===== src/rtl/display_sequencer.sv =====
// Display phase sequencer: debounced start button, SHOW_IN/START/BUSY/SHOW_RES FSM,
// and pixel-RAM arbitration between VGA scan-out (priority) and the NPU.
module display_sequencer #(
    parameter int IMG_W      = 400,
    parameter int IMG_X0     = 120,
    parameter int IMG_Y0     = 40,
    parameter int RES_W      = 200,
    parameter int RES_X0     = 220,
    parameter int RES_Y0     = 140,
    parameter int RES_BASE   = 160000,
    parameter int DEB_CYCLES = 500000
) (
    input  logic        clk,
    input  logic        rst_n,
    input  logic        ok_button,
    input  logic [9:0]  hs,
    input  logic [9:0]  vs,
    input  logic [7:0]  pixel_data,
    output logic [17:0] pixel_address,
    output logic        mem_we,
    output logic [7:0]  mem_wdata,
    output logic [7:0]  r,
    output logic [7:0]  g,
    output logic [7:0]  b,
    output logic        npu_start,
    input  logic        npu_done,
    input  logic        npu_req,
    input  logic        npu_we,
    input  logic [17:0] npu_addr,
    input  logic [7:0]  npu_wdata,
    output logic        npu_gnt,
    output logic        npu_rvalid,
    output logic [1:0]  mode
);

    localparam int CW = $clog2(DEB_CYCLES + 1);

    typedef enum logic [1:0] {
        SHOW_IN  = 2'd0,
        START    = 2'd1,
        BUSY     = 2'd2,
        SHOW_RES = 2'd3
    } state_t;

    state_t        state;
    logic          btn_s1, btn_s2, btn_level, press;
    logic [CW-1:0] deb_cnt;

    // Button: two-flop synchronizer, then accept a new level only after
    // DEB_CYCLES consecutive samples that disagree with the current one.
    // NOTE: sequential state uses non-blocking assignments only, so every
    // flop in this block samples the pre-edge value of its neighbours.
    always_ff @(posedge clk) begin
        if (!rst_n) begin
            btn_s1    <= 1'b0;
            btn_s2    <= 1'b0;
            btn_level <= 1'b0;
            deb_cnt   <= '0;
            press     <= 1'b0;
        end else begin
            btn_s1 <= ok_button;
            btn_s2 <= btn_s1;
            press  <= 1'b0;
            if (btn_s2 == btn_level) begin
                deb_cnt <= '0;
            end else if (deb_cnt == CW'(DEB_CYCLES - 1)) begin
                deb_cnt   <= '0;
                btn_level <= btn_s2;
                press     <= btn_s2;
            end else begin
                deb_cnt <= deb_cnt + 1'b1;
            end
        end
    end

    always_ff @(posedge clk) begin
        if (!rst_n) begin
            state     <= SHOW_IN;
            npu_start <= 1'b0;
        end else begin
            npu_start <= 1'b0;
            case (state)
                SHOW_IN:  if (press) begin
                              state     <= START;
                              npu_start <= 1'b1;
                          end
                START:    state <= BUSY;
                BUSY:     if (npu_done) state <= SHOW_RES;
                SHOW_RES: if (press) state <= SHOW_IN;
                default:  state <= SHOW_IN;
            endcase
        end
    end

    assign mode = state;

    logic        in_win, res_win, disp_act, npu_grant;
    logic [9:0]  in_row, in_col, res_row, res_col;
    logic [17:0] disp_addr;

    // NOTE: every output of this block is assigned on every path, so no
    // latch can be inferred.
    always_comb begin
        in_win  = (hs >= 10'(IMG_X0)) && (hs < 10'(IMG_X0 + IMG_W)) &&
                  (vs >= 10'(IMG_Y0)) && (vs < 10'(IMG_Y0 + IMG_W));
        res_win = (hs >= 10'(RES_X0)) && (hs < 10'(RES_X0 + RES_W)) &&
                  (vs >= 10'(RES_Y0)) && (vs < 10'(RES_Y0 + RES_W));
        in_row  = vs - 10'(IMG_Y0);
        in_col  = hs - 10'(IMG_X0);
        res_row = vs - 10'(RES_Y0);
        res_col = hs - 10'(RES_X0);
        if (state == SHOW_RES) begin
            disp_act  = res_win;
            disp_addr = 18'(RES_BASE) + 18'(res_row) * 18'(RES_W) + 18'(res_col);
        end else begin
            disp_act  = in_win;
            disp_addr = 18'(in_row) * 18'(IMG_W) + 18'(in_col);
        end
        npu_grant = !disp_act && (state == BUSY) && npu_req;
    end

    logic       act_d1, act_d2, rd_pend;
    logic [7:0] pix_q;

    // The window flag travels two stages to meet pixel_data; a reset drops any
    // outstanding NPU read so its rvalid never appears.
    always_ff @(posedge clk) begin
        if (!rst_n) begin
            pixel_address <= '0;
            mem_we        <= 1'b0;
            mem_wdata     <= '0;
            npu_gnt       <= 1'b0;
            rd_pend       <= 1'b0;
            npu_rvalid    <= 1'b0;
            act_d1        <= 1'b0;
            act_d2        <= 1'b0;
            pix_q         <= '0;
        end else begin
            mem_we  <= 1'b0;
            npu_gnt <= 1'b0;
            rd_pend <= 1'b0;
            if (disp_act) begin
                pixel_address <= disp_addr;
            end else if (npu_grant) begin
                pixel_address <= npu_addr;
                mem_we        <= npu_we;
                mem_wdata     <= npu_wdata;
                npu_gnt       <= 1'b1;
                rd_pend       <= !npu_we;
            end
            npu_rvalid <= rd_pend;
            act_d1     <= disp_act;
            act_d2     <= act_d1;
            pix_q      <= act_d2 ? pixel_data : 8'h00;
        end
    end

    assign r = pix_q;
    assign g = pix_q;
    assign b = pix_q;

endmodule


===== config.mk =====
export PLATFORM = sky130hd
export DESIGN_NAME = display_sequencer
export DESIGN_NICKNAME = d
export VERILOG_FILES = /design/src/rtl/display_sequencer.sv
export SDC_FILE = /design/constraint.sdc
export NUM_CORES = 1
export LEC_CHECK = 0
export CORE_ASPECT_RATIO = 0.8
export CORE_MARGIN = 10
export CORE_UTILIZATION = 49
export CTS_CLUSTER_SIZE = 28
export DETAILED_ROUTE_END_ITERATION = 10
export GPL_TIMING_DRIVEN = 0
export PLACE_DENSITY_LB_ADDON = 0.3
export SLEW_MARGIN = 20
export SYNTH_ARGS = -nofsm -noshare
export SYNTH_HDL_FRONTEND = slang
export SYNTH_SLANG_ARGS = --single-unit

===== constraint.sdc =====
create_clock -name clk -period 6.3 [get_ports clk]
set_input_delay 1.89 -clock clk [delete_from_list [all_inputs] [get_ports clk]]
set_output_delay 1.89 -clock clk [all_outputs]
set_load 0.02 [all_outputs]

# After elaboration in Yosys (flattened, before gate mapping)
# Index checks and enable logic that the tools add are counted.
classes:
  add_sub_neg: 8
  multipliers: 2
  order_cmp: 8
  eq_ne: 8
  n_mux: 10
  bitwise_logic: 5
  n_reduce_logical: 21
op_table:
  columns: ["cell", "count"]
  rows:
  - ["$mux W18", 3]
  - ["$add A18 B10 Y18", 2]
  - ["$lt A10 B9 Y1 const B", 3]
  - ["$ge A10 B8 Y1 const B", 2]
  - ["$sub A10 B8 Y10 const B", 2]
  - ["$add A19 B1 Y19 const B", 1]
  - ["$eq A19 B19 Y1 const B", 1]
  - ["$add A18 B18 Y18 const A", 1]
  - ["$mul A10 B5 Y15 const B", 1]
  - ["$mul A10 B5 Y14 const B", 1]
  - ["$ge A10 B6 Y1 const B", 1]
  - ["$ge A10 B7 Y1 const B", 1]
  - ["$lt A10 B10 Y1 const B", 1]
  - ["$sub A10 B6 Y10 const B", 1]
  - ["$sub A10 B7 Y10 const B", 1]
  - ["$reduce_or A3 Y1", 3]
  - ["$logic_and A1 B1 Y1", 8]
  - ["$pmux W2 S4", 1]
  - ["$reduce_and A2 Y1", 4]
  - ["$mux W2", 3]
  - ["$ne A2 B2 Y1 const B", 3]
  - ["$not A1 Y1", 5]
  - ["$eq A2 B2 Y1 const B", 2]
  - ["$mux W1", 3]
  - ["7 further kinds", 8]
totals:
  regBits: 66
  in_bits: 60
  out_inout_bits: 56
  word_cells: 78

# Logic depth before layout (Yosys ltp)
# Gate-level depths: netlist of the first run.
depth:
  word_depth: 10
  depth_mapped: 22

# Worst setup path after synthesis of the first run
# No wires, ideal clock.
synth_timing:
  path_kind: "input-to-reg"
  start: "input vs[4]"
  end: "register pixel_address[17]"
  setup_time_ps: 117
  arrival_time_ps: 6227
  setup_slack_ps: -44
  stages: 22
  path_buffers: 1
  path_cell_list: "buf_2 > inv_1 > ha_1 > a21oi_1 > xor2_1 > ha_1 > ha_1 > inv_1 > fa_1 > inv_1 > ha_1 > a21oi_1 > nand2b_1 > nand3b_1 > xnor2_2 > ha_1 > inv_1 > a41oi_2 > a2111oi_2 > o21ai_1 > mux2i_1 > a32o_1"
synth_via:
  elab_chain_len: 8
  word_cells_on_any_way: 22
  cone_classes: "add/sub: 5; mul: 2; order compare: 4; mux: 3; reduce/logical: 8"
synth_rtl:
  columns: ["item", "line", "source"]
  rows:
  - ["from (decl)", "17", "input logic [9:0] vs,"]
  - ["branches (longest 8 deep; another with $add A18 B18 Y18)", null, null]
  - ["to (signal assigned)", "143", "pixel_address <= disp_addr;"]
  - ["to (signal assigned)", "145", "pixel_address <= npu_addr;"]
  - ["to (decl)", "19", "output logic [17:0] pixel_address,"]
# Parallel ways; which one is timed is not known.
# A chain may end at the register's enable or synchronous reset.

# Worst setup path after layout of the first run
layout_timing:
  start: "input vs[5]"
  end: "register pixel_address[17]"
# The elaborated chain is that of the path after synthesis.

==> results.py, run 1 <==
metrics = {
    "run_status": {
        "status": "finished clean",
    },
    "floorplan": {
        "rows": 36,
        "fp.dieH_um": 120,
        "die_area_sq_um": 17400,
        "design.portCount": 116,
        "start_util_pct": 50.2,
        "core-area_sq_um": 12200,
        "die_w_um": 145,
    },
    "global_route": {
        "gr-total-overflow": 0,
        "grt_max_degree": 12,
        "grt_pass1_wl_um": 29000,
        "grt_antenna_before_repair": 0,
        "grt_pass1_vias": 5884,
        "track_usage_pct": 19.6,
    },
    "critical_path": {
        "r2r_setup_slack_ns": 3.78,
        "critPathMaxFanout": 8,
        "cp_num_buf_inv": 5,
        "worst_path_most_repeated_cell": "ha_1",
        "endpoint_kind": "flop",
        "worst_setup_path_start_kind": "input port",
        "r2r_cells": 8,
        "crit_type": "in2reg",
        "cpMaxStageDelayCell": "fa_1",
        "cp_slowest_stage_delay_ns": 0.53,
        "crit_chain": "clkdlybuf4s50_1, buf_6, xor2_1, ha_1, ha_1, inv_1, fa_1, inv_1, ha_4, a21oi_4, nand2b_4, nand3b_1, xnor2_4, ha_1, inv_2, a41oi_4, a2111oi_4, o21ai_2, mux2i_2, a32o_1",
        "timing.rr.start": "mode[0]$_SDFFE_PN0P_",
        "critPathTopFamily": "adder cells",
        "worst-endpoint-arrival_ns": 6.46,
        "r2r-end": "pixel_address[11]$_SDFFE_PN0P_",
        "required_ns": 6.58,
    },
    "yosys": {
        "ys_types": 70,
        "synth_seq_area_share_pct": 21.5,
        "syn_area_sq_um": 6130,
        "ys.warnings.count": 0,
        "async_flop_share_pct": 0,
        "syn_area_per_cell_sq_um": 8.56,
        "yosys_register_bits": 66,
        "synthFlopType": "dfxtp_1",
        "netlist_instances": 716,
        "syn_nets": 887,
        "synth_edf_count": 0,
    },
    "cells_and_area": {
        "final_area_sq_um": 8020,
        "antenna-diode-count": 0,
        "final_util_pct": 65.7,
        "fill_cells": 946,
        "seqCellArea_sq_um": 1320,
        "finalNetCount": 1017,
        "drive_gt1_share_pct": 10.9,
        "area_growth_pct": 30.8,
        "multi_input_area_sq_um": 4550,
    },
    "timing": {
        "hold_ws_ns": 0.434,
        "report.final.slew_viol_count": 0,
        "fin_crit_sh_pct": 98.1,
        "finalClockSkew_ns": 0.00437,
        "worst_pin_slew_ns": 0.694,
        "relSlewSlack_pct": 53.4,
        "max_freq_mhz": 162,
        "hold_viol": 0,
        "rsz0062_at_grt": "true",
        "fin_crit_ns": 6.18,
        "setup_viol_count_final": 0,
    },
    "clocking": {
        "cts_buffer_depth": 2,
        "cts_num_sinks": 66,
        "cts.clk_slew.worst_paths_ns": 0.06,
        "holdBufCountCts": 0,
        "cts-buffers-inserted": 9,
        "cts_tree": "built",
        "cts-root-buf": "clkbuf_16",
        "htree_levels": 3,
        "worstSkewPairLatency_ns": 0.33,
    },
    "pwr": {
        "p_leak_nw": 3.44,
        "p_total_w": 0.00268,
        "p_per_area_nw_per_um2": 334,
        "vdd_drop_max_v": 0.000236,
    },
    "routing": {
        "drt_wl_total_um": 17800,
        "drt_iter0_drc": 376,
        "drc": 0,
        "num_vias": 5685,
        "viasPerCell": 5.56,
        "firstDrtPassIters": 5,
        "ant_nets": 0,
        "dr.max_layer_used": "met4",
        "dr_wl_met3_um": 1140,
        "wire_per_inst_um": 17.4,
        "met2_length_um": 8800,
        "drt-met1-wl_um": 7430,
    },
    "placed_design": {
        "dpl.hpwl_um": 14300,
        "gp_congestion": 0.944,
        "place_area_sq_um": 7460,
        "portBuffers": 109,
    },
    "min_path": {
        "hold_start": "rd_pend$_SDFF_PP0_",
        "hp-class": "reg2reg",
        "min_delay_path_depth": 1,
        "whs_endpoint": "npu_rvalid$_SDFF_PN0_",
    },
    "run": {
        "drv_cap": 0,
    },
}
==> kinds of logic after synthesis <==
| family | count (synthesis) | share of synthesized area (%) |
|---|---|---|
| AO/OA/AOI/OAI | 129 | 15.4 |
| XOR/XNOR | 79 | 11.5 |
| adder cells (fa/ha/maj) | 111 | 24.1 |
| buffers and inverters | 102 | 7.55 |
| flip-flops | 66 | 21.5 |
| multiplexers | 17 | 2.82 |
| AND/OR/NAND/NOR | 212 | 17.1 |
==> area by class of cell <==
cell class / count / share of cell area (%)
clock inverters: 5 / 0.671
well taps: 171 / 2.67
inverters: 61 / 2.85
clock buffers: 11 / 3.03
flip-flops and latches: 66 / 16.5
plain buffers: 41 / 3.07
multi-input cells: 548 / 56.8
repair buffers: 119 / 14.5
==> through the flow <==
step / setup TNS [ns] / instances / setup WS (ns)
final: 0 / 1022 / 0.119
after global routing: -0.0920 / 1022 / -0.0468
after CTS: 0 / 1018 / 0.00362
after detailed placement: -4.95 / 996 / -1.12
after global placement: -4.02 / 996 / -0.995
after floorplan: 0 / 716 / 0.0182
==> placed cells by master (no fill, tap or decap), drive strengths merged, types with 9 or more instances in the layout <==
| cell type | count |
|---|---|
| a21oi | 28 |
| mux2i | 15 |
| nor2 | 75 |
| clkbuf | 28 |
| a211oi | 14 |
| ha | 99 |
| a21o | 9 |
| xor2 | 35 |
| dfxtp | 66 |
| fa | 12 |
| clkdlybuf4s50 | 105 |
| nand3 | 24 |
| nor3 | 11 |
| o21ai | 18 |
| a311oi | 13 |
| nand4 | 9 |
| buf | 36 |
| nand2 | 36 |
| and3 | 16 |
| inv | 61 |
| xnor2 | 44 |
==> synthesized netlist by cell type (all sizes together), types with 3 or more instances <==
cell type | count | area share, %
fa | 12 | 3.9
inv | 61 | 3.7
a311oi | 13 | 1.9
nor2 | 75 | 4.6
xnor2 | 44 | 6.5
ha | 99 | 20
nor2b | 7 | 0.76
o21bai | 3 | 0.37
nand3 | 24 | 2.1
and2 | 7 | 0.71
nand2b | 5 | 0.51
nor3 | 11 | 0.90
a21o | 9 | 1.1
a21oi | 28 | 2.3
and3 | 16 | 1.6
mux2i | 15 | 2.4
buf | 24 | 2.8
dfxtp | 66 | 22
xor2 | 35 | 5.0
nor4 | 4 | 0.41
o31ai | 4 | 0.57
nand2 | 36 | 2.2
o21a | 7 | 0.86
a2111oi | 3 | 0.63
nand4 | 9 | 0.92
clkbuf | 17 | 1.0
or3 | 4 | 0.41
o21ai | 18 | 1.5
a211oi | 14 | 1.9
a31oi | 5 | 0.51
==> sequential cells by signal (all words and copies together) (netlist names), 2 cells and up <==
register,cells
deb_cnt,19
mode,2
b,8
pixel_address,18
mem_wdata,8
==> power breakdown <==
group | leakage [nW] | switching, W | total (W) | internal [W]
clock network | 0.149 | 0.000178 | 0.000493 | 0.000315
registers | 0.535 | 0.0000118 | 0.000447 | 0.000436
logic | 2.75 | 0.000991 | 0.00174 | 0.000746
total | 3.44 | 0.00118 | 0.00268 | 0.00150
==> worst max-delay path by stage <==
stage / to / cells past startpoint / from
5_1_grt: pixel_address[17]$_SDFFE_PN0P_ / 21 / vs[5]
3_5_place_dp: pixel_address[17]$_SDFFE_PN0P_ / 21 / vs[2]
2_1_floorplan: pixel_address[17]$_SDFFE_PN0P_ / 22 / vs[4]
4_1_cts: pixel_address[17]$_SDFFE_PN0P_ / 22 / vs[4]
3_3_place_gp: pixel_address[17]$_SDFFE_PN0P_ / 21 / vs[2]
6_report: pixel_address[17]$_SDFFE_PN0P_ / 20 / vs[5]
==> repair_timing <==
item	in CTS	in global routing
setup endpoints to repair	5	3
setup buffers	6	4
gates resized for setup	15	34
pin swaps	9	7
==> metal layers <==
layer,vias up,global-route usage (%)
met3,37,4.06
met2,196,35.0
met5,-,0
li1,2759,-
met4,0,4.67
met1,2693,23.7
Power figures use the tool's default switching activity.
==> run 2, diff against run 1 <==
--- a/config.mk
+++ b/config.mk
@@ -7,9 +7,10 @@
 export LEC_CHECK = 0
 export CORE_ASPECT_RATIO = 0.8
 export CORE_MARGIN = 10
-export CORE_UTILIZATION = 49
+export CORE_UTILIZATION = 59
 export CTS_CLUSTER_SIZE = 28
 export DETAILED_ROUTE_END_ITERATION = 10
+export DONT_BUFFER_PORTS = 1
 export GPL_TIMING_DRIVEN = 0
 export PLACE_DENSITY_LB_ADDON = 0.3
 export SLEW_MARGIN = 20
==> results.py, run 2 (synthesis gave the netlist of run 1 again) <==
metrics = {
    "cells_and_area": {
        "fill_cells": 846,
        "layout_commonest_cell": "ha_1",
        "antenna-diode-count": 0,
        "finalNetCount": 903,
        "area_growth_pct": 10.3,
        "layout.cells.non_filler": 876,
        "layout_common_cells": "96 x ha_1, 75 x nor2_1, 66 x dfxtp_1",
        "final_util_pct": 66.3,
        "drive_gt1_share_pct": 10.5,
        "largest_reg_flops": 19,
        "top_register": "deb_cnt",
        "reg_top3": "deb_cnt (19), pixel_address (18)",
        "seqCellArea_sq_um": 1320,
        "multi_input_area_sq_um": 4480,
    },
    "global_route": {
        "grt_max_degree": 11,
        "track_usage_pct": 20.8,
        "gr-total-overflow": 0,
        "grt_antenna_before_repair": 0,
        "grt_pass1_wl_um": 25800,
        "grt_pass1_vias": 5062,
    },
    "critical_path": {
        "r2r_setup_slack_ns": 3.55,
        "critPathTopFamily": "adder cells",
        "cp_slowest_stage_delay_ns": 0.53,
        "timing.rr.start": "mode[0]$_SDFFE_PN0P_",
        "r2r_cells": 8,
        "worst-endpoint-arrival_ns": 6.27,
        "r2r-end": "pixel_address[11]$_SDFFE_PN0P_",
        "endpoint_kind": "flop",
        "worst_setup_path_start_kind": "input port",
        "critPathMaxFanout": 9,
        "crit_type": "in2reg",
        "crit_chain": "buf_6, inv_1, ha_2, a21oi_4, xor2_1, ha_1, ha_1, inv_1, fa_1, inv_1, ha_4, a21oi_2, nand2b_4, nand3b_1, xnor2_4, ha_1, inv_2, a41oi_4, a2111oi_4, o21ai_2, mux2i_2, a32o_1",
        "cpMaxStageDelayCell": "fa_1",
        "required_ns": 6.51,
        "cp_num_buf_inv": 5,
    },
    "run": {
        "drv_cap": 0,
    },
    "routing": {
        "firstDrtPassIters": 4,
        "drt_wl_total_um": 16000,
        "num_vias": 5227,
        "ant_nets": 0,
        "drc": 0,
        "met2_length_um": 7850,
        "wire_per_inst_um": 18.3,
        "dr.max_layer_used": "met4",
        "dr_wl_met3_um": 1450,
        "viasPerCell": 5.97,
        "drt_iter0_drc": 365,
        "drt-met1-wl_um": 6530,
    },
    "pwr": {
        "vdd_drop_max_v": 0.000220,
        "p_leak_nw": 2.98,
        "clockPowerShare_pct": 19.1,
        "p_switching_w": 0.00110,
        "p_per_area_nw_per_um2": 371,
        "combPwrFrac_pct": 62.0,
        "pwr-share-seq_pct": 18.9,
        "swShare_pct": 43.8,
        "cellInternalPower_w": 0.00141,
    },
    "clocking": {
        "cts_tree": "built",
        "cts.clk_slew.worst_paths_ns": 0.05,
        "cts-root-buf": "clkbuf_16",
        "holdBufCountCts": 0,
        "htree_levels": 3,
        "cts-buffers-inserted": 9,
        "worstSkewPairLatency_ns": 0.32,
        "cts_buffer_depth": 2,
        "cts_num_sinks": 66,
    },
    "timing": {
        "fin_crit_sh_pct": 96.2,
        "finalClockSkew_ns": 0.00533,
        "report.final.slew_viol_count": 0,
        "worst_pin_slew_ns": 0.701,
        "hold_ws_ns": 0.440,
        "relSlewSlack_pct": 52.9,
        "max_freq_mhz": 165,
        "fin_crit_ns": 6.06,
        "tns_ns": 0,
        "timing.final.ws_setup_ns": 0.242,
        "hold_viol": 0,
        "setup_viol_count_final": 0,
    },
    "floorplan": {
        "die_w_um": 134,
        "die_area_sq_um": 14900,
        "fp.dieH_um": 111,
        "rows": 33,
        "design.portCount": 116,
        "start_util_pct": 60.1,
        "core-area_sq_um": 10200,
    },
    "run_status": {
        "status": "finished clean",
    },
    "min_path": {
        "hold_start": "rd_pend$_SDFF_PP0_",
        "hp-class": "reg2reg",
        "whs_endpoint": "npu_rvalid$_SDFF_PN0_",
        "min_delay_path_depth": 1,
    },
    "placed_design": {
        "dpl.hpwl_um": 13100,
        "portBuffers": 0,
        "gp_congestion": 0.954,
        "place_ws_ns": -0.594,
        "dp.cells": 856,
    },
}
==> run 2: worst reg2reg max path, delay by kind of cell, from the launching register on <==
kind                       cells  cell delay, ns
adders and majority gates      1            0.21
AOI/OAI and AO/OA              1            0.31
and+or+nand+nor                2            0.35
DFF                            1            0.52
buffers and inverters          4            1.24
==> run 2: power by group through the flow <==
stage                     Clock, W  Combinational, W  Sequential (W)
after floorplan                  0           0.00112        0.000473
after global placement           0           0.00133        0.000481
after detailed placement         0           0.00139        0.000482
after CTS                 0.000483           0.00142        0.000474
after global routing      0.000503           0.00173        0.000475
final                     0.000478           0.00155        0.000474
==> run 2: layout make-up <==
cell class | count | area share, %
clock inverter | 3 | 0.592
timing repair buffer | 5 | 0.555
buffer | 41 | 3.55
clock buffer | 12 | 3.64
multi-input combinational | 548 | 66.2
sequential | 66 | 19.5
inverter | 61 | 3.38
tap | 140 | 2.59
==> run 2: worst max-delay path by stage <==
stage,from,to,slack [ns],cells after the start
after CTS,vs[4],pixel_address[17]$_SDFFE_PN0P_,0.004,22
after global routing,vs[4],pixel_address[16]$_SDFFE_PN0P_,-0.03,21
after global placement,vs[4],pixel_address[17]$_SDFFE_PN0P_,-0.41,22
after floorplan,vs[4],pixel_address[17]$_SDFFE_PN0P_,0.02,22
final,vs[4],pixel_address[17]$_SDFFE_PN0P_,0.24,22
after detailed placement,vs[4],pixel_address[17]$_SDFFE_PN0P_,-0.59,18
==> run 2: stage by stage <==
step	cell area, sq um	total power, W
finish	6770	0.00251
global route	6770	0.00271
CTS	6640	0.00238
detailed placement	6330	0.00187
global placement	6330	0.00181
floorplan	6150	0.00159
==> run 2: what timing repair did <==
action,in CTS,in global routing
gates resized for setup,2,19
pin swaps,4,7
endpoints found under the setup margin,3,3
setup buffers,3,2
==> run 2: routing by layer <==
metal	vias to the layer above	global-route usage, %
met1	2503	25.3
li1	2541	-
met5	-	0
met4	0	3.48
met3	17	6.20
met2	166	35.6
